[src/rtl/mem_arbiter_if.sv]
// Bus bundle between the memory arbiter and its two requesters plus the data memory.
// The arbiter uses the slave modport; requesters and memory sit on the master side.
interface mem_arbiter_if;
    logic        cpu_req;
    logic        cpu_we;
    logic [15:0] cpu_addr;
    logic [15:0] cpu_wdata;
    logic [15:0] cpu_rdata;
    logic        cpu_ack;
    logic        vga_req;
    logic [15:0] vga_addr;
    logic [15:0] vga_data;
    logic        vga_valid;
    logic        vga_done;
    logic        mem_en;
    logic        mem_we;
    logic [15:0] mem_addr;
    logic [15:0] mem_wdata;
    logic [15:0] mem_rdata;

    modport slave (
        input  cpu_req, cpu_we, cpu_addr, cpu_wdata, vga_req, vga_addr, mem_rdata,
        output cpu_rdata, cpu_ack, vga_data, vga_valid, vga_done,
               mem_en, mem_we, mem_addr, mem_wdata
    );

    modport master (
        output cpu_req, cpu_we, cpu_addr, cpu_wdata, vga_req, vga_addr, mem_rdata,
        input  cpu_rdata, cpu_ack, vga_data, vga_valid, vga_done,
               mem_en, mem_we, mem_addr, mem_wdata
    );
endinterface

[src/rtl/mem_arbiter.sv]
// Non-preemptive CPU/VGA arbiter for the single-port data memory; VGA bursts have priority.
// Optional CPU starvation guard is enabled by defining ARB_STARVE_GUARD_EN.
//
// state     | meaning
// IDLE      | no owner, grant decision made here
// CPU_RD    | CPU read strobe on the memory
// CPU_WAIT  | memory returning CPU read data
// CPU_WR    | CPU write strobe on the memory
// VGA_BURST | issuing BURST_LEN sequential reads
// VGA_DRAIN | collecting the remaining burst read data
module mem_arbiter #(
    parameter int BURST_LEN  = 8,
    parameter int STARVE_MAX = 2
) (
    input logic          clk,
    input logic          rst,
    mem_arbiter_if.slave bus
);
    typedef enum logic [2:0] {IDLE, CPU_RD, CPU_WAIT, CPU_WR, VGA_BURST, VGA_DRAIN} state_t;

    localparam logic [5:0] ISSUE_LAST = 6'(BURST_LEN - 1);
    localparam logic [6:0] RET_LAST   = 7'(BURST_LEN - 1);
    localparam logic [6:0] RET_FULL   = 7'(BURST_LEN);

    if (BURST_LEN < 2 || BURST_LEN > 64 || STARVE_MAX < 1 || STARVE_MAX > 7) begin : g_param_check
        $error("mem_arbiter: BURST_LEN must be 2..64 and STARVE_MAX 1..7");
    end

    state_t      state, state_nxt;
    logic [5:0]  issue_cnt, issue_cnt_nxt;
    logic [6:0]  ret_cnt, ret_cnt_nxt;
    logic        rd_pend, rd_pend_nxt;
    logic [15:0] cpu_rdata_nxt, vga_data_nxt, mem_addr_nxt, mem_wdata_nxt;
    logic        cpu_ack_nxt, vga_valid_nxt, vga_done_nxt, mem_en_nxt, mem_we_nxt;

    // A requester is not re-granted in the cycle its own completion is visible.
    logic vga_elig, cpu_elig, cpu_first, grant_vga, grant_cpu;
    assign vga_elig  = bus.vga_req & ~bus.vga_done;
    assign cpu_elig  = bus.cpu_req & ~bus.cpu_ack;
    assign grant_vga = vga_elig & ~cpu_first;
    assign grant_cpu = cpu_elig & ~grant_vga;

`ifdef ARB_STARVE_GUARD_EN
    logic [2:0] starve_cnt;

    always_ff @(posedge clk or posedge rst) begin
        if (rst) begin
            starve_cnt <= 3'd0;
        end else if (state == IDLE) begin
            if (grant_cpu)
                starve_cnt <= 3'd0;
            else if (grant_vga && bus.cpu_req)
                starve_cnt <= starve_cnt + 3'd1;
        end
    end

    assign cpu_first = cpu_elig & vga_elig & (starve_cnt == 3'(STARVE_MAX));
`else
    assign cpu_first = 1'b0;
`endif

    always_ff @(posedge clk or posedge rst) begin
        if (rst) begin
            state         <= IDLE;
            issue_cnt     <= 6'd0;
            ret_cnt       <= 7'd0;
            rd_pend       <= 1'b0;
            bus.cpu_rdata <= 16'h0000;
            bus.cpu_ack   <= 1'b0;
            bus.vga_data  <= 16'h0000;
            bus.vga_valid <= 1'b0;
            bus.vga_done  <= 1'b0;
            bus.mem_en    <= 1'b0;
            bus.mem_we    <= 1'b0;
            bus.mem_addr  <= 16'h0000;
            bus.mem_wdata <= 16'h0000;
        end else begin
            state         <= state_nxt;
            issue_cnt     <= issue_cnt_nxt;
            ret_cnt       <= ret_cnt_nxt;
            rd_pend       <= rd_pend_nxt;
            bus.cpu_rdata <= cpu_rdata_nxt;
            bus.cpu_ack   <= cpu_ack_nxt;
            bus.vga_data  <= vga_data_nxt;
            bus.vga_valid <= vga_valid_nxt;
            bus.vga_done  <= vga_done_nxt;
            bus.mem_en    <= mem_en_nxt;
            bus.mem_we    <= mem_we_nxt;
            bus.mem_addr  <= mem_addr_nxt;
            bus.mem_wdata <= mem_wdata_nxt;
        end
    end

    always_comb begin
        state_nxt     = state;
        issue_cnt_nxt = issue_cnt;
        ret_cnt_nxt   = ret_cnt;
        rd_pend_nxt   = 1'b0;
        cpu_rdata_nxt = bus.cpu_rdata;
        cpu_ack_nxt   = 1'b0;
        vga_data_nxt  = bus.vga_data;
        vga_valid_nxt = 1'b0;
        vga_done_nxt  = 1'b0;
        mem_en_nxt    = 1'b0;
        mem_we_nxt    = 1'b0;
        mem_addr_nxt  = bus.mem_addr;
        mem_wdata_nxt = bus.mem_wdata;

        case (state)
            IDLE: begin
                if (grant_vga) begin
                    state_nxt     = VGA_BURST;
                    mem_en_nxt    = 1'b1;
                    mem_addr_nxt  = bus.vga_addr;
                    issue_cnt_nxt = 6'd0;
                    ret_cnt_nxt   = 7'd0;
                end else if (grant_cpu) begin
                    state_nxt     = bus.cpu_we ? CPU_WR : CPU_RD;
                    mem_en_nxt    = 1'b1;
                    mem_we_nxt    = bus.cpu_we;
                    mem_addr_nxt  = bus.cpu_addr;
                    mem_wdata_nxt = bus.cpu_wdata;
                end
            end
            CPU_WR: begin
                state_nxt   = IDLE;
                cpu_ack_nxt = 1'b1;
            end
            CPU_RD: state_nxt = CPU_WAIT;
            CPU_WAIT: begin
                state_nxt     = IDLE;
                cpu_rdata_nxt = bus.mem_rdata;
                cpu_ack_nxt   = 1'b1;
            end
            VGA_BURST: begin
                // mem_en is high for every cycle spent here, so each one yields a return word.
                rd_pend_nxt = 1'b1;
                if (issue_cnt == ISSUE_LAST) begin
                    state_nxt = VGA_DRAIN;
                end else begin
                    mem_en_nxt    = 1'b1;
                    mem_addr_nxt  = bus.mem_addr + 16'd1;
                    issue_cnt_nxt = issue_cnt + 6'd1;
                end
            end
            VGA_DRAIN: begin
                if (ret_cnt == RET_FULL)
                    state_nxt = IDLE;
            end
            default: state_nxt = IDLE;
        endcase

        if (rd_pend) begin
            vga_data_nxt  = bus.mem_rdata;
            vga_valid_nxt = 1'b1;
            vga_done_nxt  = (ret_cnt == RET_LAST);
            ret_cnt_nxt   = ret_cnt + 7'd1;
        end
    end
endmodule
[src/flat_wrapper.sv]
// flat-port wrapper written by rule: the top's interface ports become plain ports
module mem_arbiter_flat 
#(
    parameter int BURST_LEN  = 8,
    parameter int STARVE_MAX = 2
)
  (clk, rst, bus_cpu_req, bus_cpu_we, bus_cpu_addr, bus_cpu_wdata, bus_vga_req, bus_vga_addr, bus_mem_rdata, bus_cpu_rdata, bus_cpu_ack, bus_vga_data, bus_vga_valid, bus_vga_done, bus_mem_en, bus_mem_we, bus_mem_addr, bus_mem_wdata);
  mem_arbiter_if bus_i ();
  input logic clk;
  input logic rst;
  input wire logic [$bits(bus_i.cpu_req)-1:0] bus_cpu_req;
  input wire logic [$bits(bus_i.cpu_we)-1:0] bus_cpu_we;
  input wire logic [$bits(bus_i.cpu_addr)-1:0] bus_cpu_addr;
  input wire logic [$bits(bus_i.cpu_wdata)-1:0] bus_cpu_wdata;
  input wire logic [$bits(bus_i.vga_req)-1:0] bus_vga_req;
  input wire logic [$bits(bus_i.vga_addr)-1:0] bus_vga_addr;
  input wire logic [$bits(bus_i.mem_rdata)-1:0] bus_mem_rdata;
  output wire logic [$bits(bus_i.cpu_rdata)-1:0] bus_cpu_rdata;
  output wire logic [$bits(bus_i.cpu_ack)-1:0] bus_cpu_ack;
  output wire logic [$bits(bus_i.vga_data)-1:0] bus_vga_data;
  output wire logic [$bits(bus_i.vga_valid)-1:0] bus_vga_valid;
  output wire logic [$bits(bus_i.vga_done)-1:0] bus_vga_done;
  output wire logic [$bits(bus_i.mem_en)-1:0] bus_mem_en;
  output wire logic [$bits(bus_i.mem_we)-1:0] bus_mem_we;
  output wire logic [$bits(bus_i.mem_addr)-1:0] bus_mem_addr;
  output wire logic [$bits(bus_i.mem_wdata)-1:0] bus_mem_wdata;
  assign bus_i.cpu_req = bus_cpu_req;
  assign bus_i.cpu_we = bus_cpu_we;
  assign bus_i.cpu_addr = bus_cpu_addr;
  assign bus_i.cpu_wdata = bus_cpu_wdata;
  assign bus_i.vga_req = bus_vga_req;
  assign bus_i.vga_addr = bus_vga_addr;
  assign bus_i.mem_rdata = bus_mem_rdata;
  assign bus_cpu_rdata = bus_i.cpu_rdata;
  assign bus_cpu_ack = bus_i.cpu_ack;
  assign bus_vga_data = bus_i.vga_data;
  assign bus_vga_valid = bus_i.vga_valid;
  assign bus_vga_done = bus_i.vga_done;
  assign bus_mem_en = bus_i.mem_en;
  assign bus_mem_we = bus_i.mem_we;
  assign bus_mem_addr = bus_i.mem_addr;
  assign bus_mem_wdata = bus_i.mem_wdata;
  mem_arbiter #(.BURST_LEN(BURST_LEN), .STARVE_MAX(STARVE_MAX)) u_core (.clk(clk), .rst(rst), .bus(bus_i));
endmodule
[config.mk]
export PLATFORM = sky130hd
export DESIGN_NAME = mem_arbiter_flat
export DESIGN_NICKNAME = d
export VERILOG_FILES = /design/src/rtl/mem_arbiter_if.sv /design/src/rtl/mem_arbiter.sv /design/src/flat_wrapper.sv
export SDC_FILE = /design/constraint.sdc
export NUM_CORES = 1
export LEC_CHECK = 0
export BUFFER_PORTS_ARGS = -buffer_cell sky130_fd_sc_hd__buf_2
export CORE_ASPECT_RATIO = 1.4
export CORE_MARGIN = 2
export CORE_UTILIZATION = 34
export DETAILED_ROUTE_END_ITERATION = 6
export PLACE_DENSITY = 0.57
export SLEW_MARGIN = 20
export SYNTH_ARGS = -nofsm -noshare
export SYNTH_HDL_FRONTEND = slang
export SYNTH_SLANG_ARGS = --single-unit
[constraint.sdc]
create_clock -name clk -period 2.4 [get_ports clk]
set_clock_uncertainty 0.2 [all_clocks]
set_input_delay 0.24 -clock clk [delete_from_list [all_inputs] [get_ports clk]]
set_output_delay 0.24 -clock clk [all_outputs]
set_load 0.03 [all_outputs]
# Word level (Yosys, flattened, before mapping)
# Index checks and enable logic that the tools add are counted.
# op_classes
addsub,3
multipliers,0
div_mod_pow,0
order_cmp,0
n_eq_ne,13
shifts,0
n_mux,27
n_bitwise,6
n_reduce_logical,10
# ops
op,count
$mux W16,3
$pmux W16 S2,1
$mux W7,3
$add A16 B1 Y16 const B,1
$mux W3,4
$mux W6,2
$pmux W3 S4,1
$pmux W6 S2,1
$reduce_and A3 Y1,4
$mux W1,10
$add A7 B1 Y7 const B,1
$eq A7 B3 Y1 const B,1
$eq A7 B4 Y1 const B,1
$add A6 B1 Y6 const B,1
$eq A3 B2 Y1 const B,2
$eq A3 B3 Y1 const B,2
$eq A6 B3 Y1 const B,1
$ne A2 B1 Y1 const B,3
$reduce_bool A2 Y1,3
$and A1 B1 Y1,3
$eq A3 B1 Y1 const B,1
$logic_not A3 Y1,1
$ne A3 B1 Y1 const B,1
$not A1 Y1,3
5 further kinds,5
# word_totals
regBits,86
latchBits,0
ramBits,0
rom_bits,0
out_inout_bits,69
word_cells,72
mem_count,0

# Longest topological paths before layout
# depth
word_depth,7
mapped_depth,9
depth_no_buf,7

# Least setup slack after synthesis
# OpenSTA, ideal clock, no wires.
# synth_timing
path_kind,register -> register
from,register u_core.issue_cnt[0]
to,register u_core.bus.mem_addr[0] in the netlist's numbering
t_arrival_ns,1.831
t_required_ns,2.076
slack_ns,0.245
path_stages_with_launch,7
n_path_buf,2
synth_period_minus_slack_ns,2.155
cell_sequence,dfrtp_1 > ha_1 > and4_1 > or4_4 > buf_6 > buf_6 > a211o_1
# synth_between
elab_chain_len,3
# synth_rtl
element,line,text
"start, declared",mem_arbiter.sv:30,"logic [5:0] issue_cnt, issue_cnt_nxt;"
"start signal, assigned",mem_arbiter.sv:79,issue_cnt <= issue_cnt_nxt;
$eq A6 B3 Y1,mem_arbiter.sv:138,if (issue_cnt == ISSUE_LAST) begin
$ne A2 B2 Y1 (no source line),-,
$reduce_and A3 Y1 (no source line),-,
"end signal, assigned",mem_arbiter.sv:89,bus.mem_addr <= mem_addr_nxt;
"end, declared",mem_arbiter_if.sv:24,"mem_en, mem_we, mem_addr, mem_wdata"
# No other way between the ends.
# A chain may end at the register's enable or synchronous reset.

# Worst setup path in the final report
# layout_timing
from,register u_core.issue_cnt[0]
to,register u_core.bus.mem_addr[3] in the netlist's numbering
# The elaborated chain is that of the path after synthesis.

==> key figures <==
STA
  – Setup_tns: 0 ns
  – WHS: 0.0853 ns
  – Crit share post-route: 93.7%
  – Final Setup Violations: 0
  – Fmax: 0.445 GHz
  – Fin. Hold Viols: 0
  – Max_slew headroom: 59.1%
  – Unrepaired setup endpoints after global routing: false
  – Final Critical Period: 2.25 ns
  – Max Slew Vio Count: 0
  – Worst slew pin tran: 0.611 ns

Final layout
  – Ratio of cells with drive above 1 in the final layout: 41.2%
  – NumNets Final: 605
  – Most frequent cells in the layout: buf_2, dfrtp_1, mux2_2, nand2_1, dlygate4sd3_1
  – Final instance area: 0.00549 mm²
  – Non-Filler Instances: 681
  – N_diodes: 0
  – Most common cell after layout, fill and taps aside: buf_2
  – FILL cells: 1084
  – Synthesis-to-finish area growth: 37.4%

GRT
  – First-pass GRT wire length: 16500 µm
  – Vias in the first global route: 3490
  – Overflow after GRT: 0
  – Largest net degree at the start of global routing: 47
  – Total global-route track usage: 16.4%
  – Initial antenna violation count: 0

Power
  – Pwr per Cell Area: 1390 mW/mm²
  – Leakage: 2.70 nW
  – Max IR drop VDD: 0.656 mV
  – Total power: 7.66 mW

Synthesis
  – Synth Area in Compound Gates: 11.2%
  – Yosys warns: 0
  – Post-synth top flop: dfrtp_1
  – Synthesized cell area: 0.00400 mm²
  – Flop and latch count out of synthesis: 86
  – FFs w/ async S/R, synth: 100%
  – Largest family of logic cells by synthesized area: multiplexers
  – Register area share after synthesis: 53.8%
  – Mux share of post-synthesis cell area: 14.5%
  – Area leader, netlist: dfrtp_1
  – Synthesized instance count: 360
  – Post-synthesis xor/xnor area fraction: 1.10%
  – Simple-gate share of the synthesized area: 13.9%
  – Syn Area/Cell: 11.1 µm²
  – Yosys top cell area share: 53.8%
  – Number of synthesized flops with an enable pin: 0
  – Post-Syn Nets: 433
  – Largest cells by area after synthesis: dfrtp_1, mux2_2, nand2_1
  – Synth cell types: 52
  – Synth Area in Adders: 1.25%

Critical path
  – Arr. time, crit path: 2.27 ns
  – Req. time, crit path: 2.42 ns
  – CP startpoint kind: flop
  – R2R Path Start: u_core.issue_cnt[0]
  – R2r setup slk: 0.15 ns
  – CP Capture Type: flop
  – CP Class: reg -> reg
  – R2R depth: 6
  – Worst r2r dst: u_core.bus.mem_addr[3]
  – Max FO, Critical Path: 19

Clock network
  – Clock transition at the registers of the reported paths: 0.06 ns
  – Post-CTS Setup Bufs: 0
  – TritonCTS Sinks: 86
  – Worst-Skew Late Latency: 0.33 ns
  – CTS root buffer: clkbuf_16
  – CTS tree: built
  – Clock buffer count from CTS: 9
  – H-Tree Depth: 3
  – Clock buffer depth: 2

Die
  – Ports: 138
  – Initial Util: 35.1%
  – DIE AREA: 0.0127 mm²
  – Core area: 0.0114 mm²
  – Die width: 95.6 µm
  – Rows: 46
  – Die Y: 132 µm

Placement
  – Post-detail-place hpwl: 7060 µm
  – I/O Buffers: 137
  – Cell area after placement: 0.00484 mm²
  – Dpl cells: 631
  – GP Congestion: 0.834

Detailed routing
  – Post-DR wirelength/cell: 14.9 µm
  – Final ANT Viol Nets: 0
  – DR iter-0 viols: 83
  – Post-route DRC violation count: 0
  – Via count: 3357
  – First-pass DRT Iterations: 4
  – Drt total wl: 10100 µm
  – DR vias/cell: 4.93

Outcome
  – Status: finished clean

Worst hold path
  – Worst min path class: in -> reg
  – Worst Hold End: u_core.bus.mem_addr[6]
  – Hold Crit Depth: 5
  – Min-delay src: bus_vga_addr[6]

Job
  – Max_cap viols: 0
-- area by class of cell --
cell class | instances | area [µm²] | share of cell area [%]
inverter | 10 | 46.3 | 0.843
clock inverter | 4 | 70.1 | 1.28
timing repair buffer | 182 | 1120 | 20.4
tap | 144 | 180 | 3.28
multi-input combinational | 243 | 1680 | 30.5
sequential | 86 | 2150 | 39.2
clock buffer | 12 | 246 | 4.49
-- critical path: stages, from the launching register on --
cell	delay [ns]
dfrtp_1	0.41
ha_1	0.27
and4_1	0.21
or4_4	0.62
clkinv_4	0.15
o21ai_2	0.06
a22o_1	0.22
-- cell usage after synthesis (2+ instances only) --
library cell,number
dfrtp_1,86
mux2_2,48
nand2_1,43
o21ai_0,20
nand3_1,18
a21oi_1,16
nor2_1,16
clkbuf_1,9
and3_1,8
inv_1,8
and2_1,5
buf_2,5
nand4_1,5
nor3_1,5
o22a_1,5
a2bb2oi_1,4
a31oi_1,4
ha_1,4
mux2i_1,4
nor2b_1,4
a21oi_2,3
xor2_1,3
a22o_1,2
a32oi_1,2
buf_4,2
buf_6,2
nand2b_1,2
o31ai_1,2
xnor2_1,2
-- power breakdown --
group | total, mW | switching [mW] | internal (mW)
registers | 2.56 | 0.505 | 2.06
clock network | 1.49 | 0.552 | 0.938
logic | 3.60 | 2.24 | 1.36
total | 7.66 | 3.30 | 4.36
-- layer usage --
metal | GRT usage, % | up-vias | wire (µm)
met4 | 6.67 | 0 | 169
met2 | 28.2 | 122 | 5210
met3 | 3.14 | 15 | 686
met5 | 0 | - | 0
met1 | 19.7 | 1606 | 4060
li1 | - | 1614 | -
-- kinds of logic (layout without fill, tap and decap cells) --
kind of cell / after synthesis / in the layout
multiplexers: 52 / 52
flip-flops: 86 / 86
adder cells (fa/ha/maj): 4 / 4
XOR/XNOR: 5 / 5
AO/OA/AOI/OAI: 68 / 68
buffers and inverters: 31 / 208
AND/OR/NAND/NOR: 114 / 114
-- metrics by stage --
| step | setup slack (ns) | util [%] |
|---|---|---|
| 2_1_floorplan | 0.245 | - |
| 3_3_place_gp | 0.198 | 42.4 |
| 3_5_place_dp | 0.170 | 42.4 |
| 4_1_cts | 0.161 | 48.2 |
| 5_1_grt | 0.0498 | 48.2 |
| 6_report | 0.152 | 48.2 |
-- sequential cells by signal (all words and copies together), names as in the netlist --
name                  cells
u_core.bus.cpu_ack        1
u_core.bus.mem_addr      16
u_core.issue_cnt          6
u_core.bus.mem_wdata     16
u_core.bus.mem_en         1
u_core.bus.vga_valid      1
u_core.rd_pend            1
u_core.bus.vga_done       1
u_core.bus.mem_we         1
u_core.ret_cnt            7
u_core.state              3
u_core.bus.cpu_rdata     16
u_core.bus.vga_data      16
-- worst max path at each step --
stage	from	to	slack (ns)	cells past startpoint
2_1_floorplan	u_core.issue_cnt[0]	u_core.bus.mem_addr[0]	0.24	6
3_3_place_gp	u_core.issue_cnt[0]	u_core.bus.mem_addr[3]	0.20	6
3_5_place_dp	u_core.issue_cnt[0]	u_core.bus.mem_addr[3]	0.17	6
4_1_cts	u_core.issue_cnt[0]	u_core.bus.mem_addr[3]	0.16	6
5_1_grt	u_core.issue_cnt[0]	u_core.bus.mem_addr[2]	0.05	6
6_report	u_core.issue_cnt[0]	u_core.bus.mem_addr[3]	0.15	6
-- timing repair --
| item | 4_1_cts | 5_1_grt |
|---|---|---|
| resized for setup | 0 | 0 |
| hold buffers | 34 | 0 |
| endpoints found under the hold margin | 74 | 0 |
No activity file was read; power rests on OpenSTA's default activity.
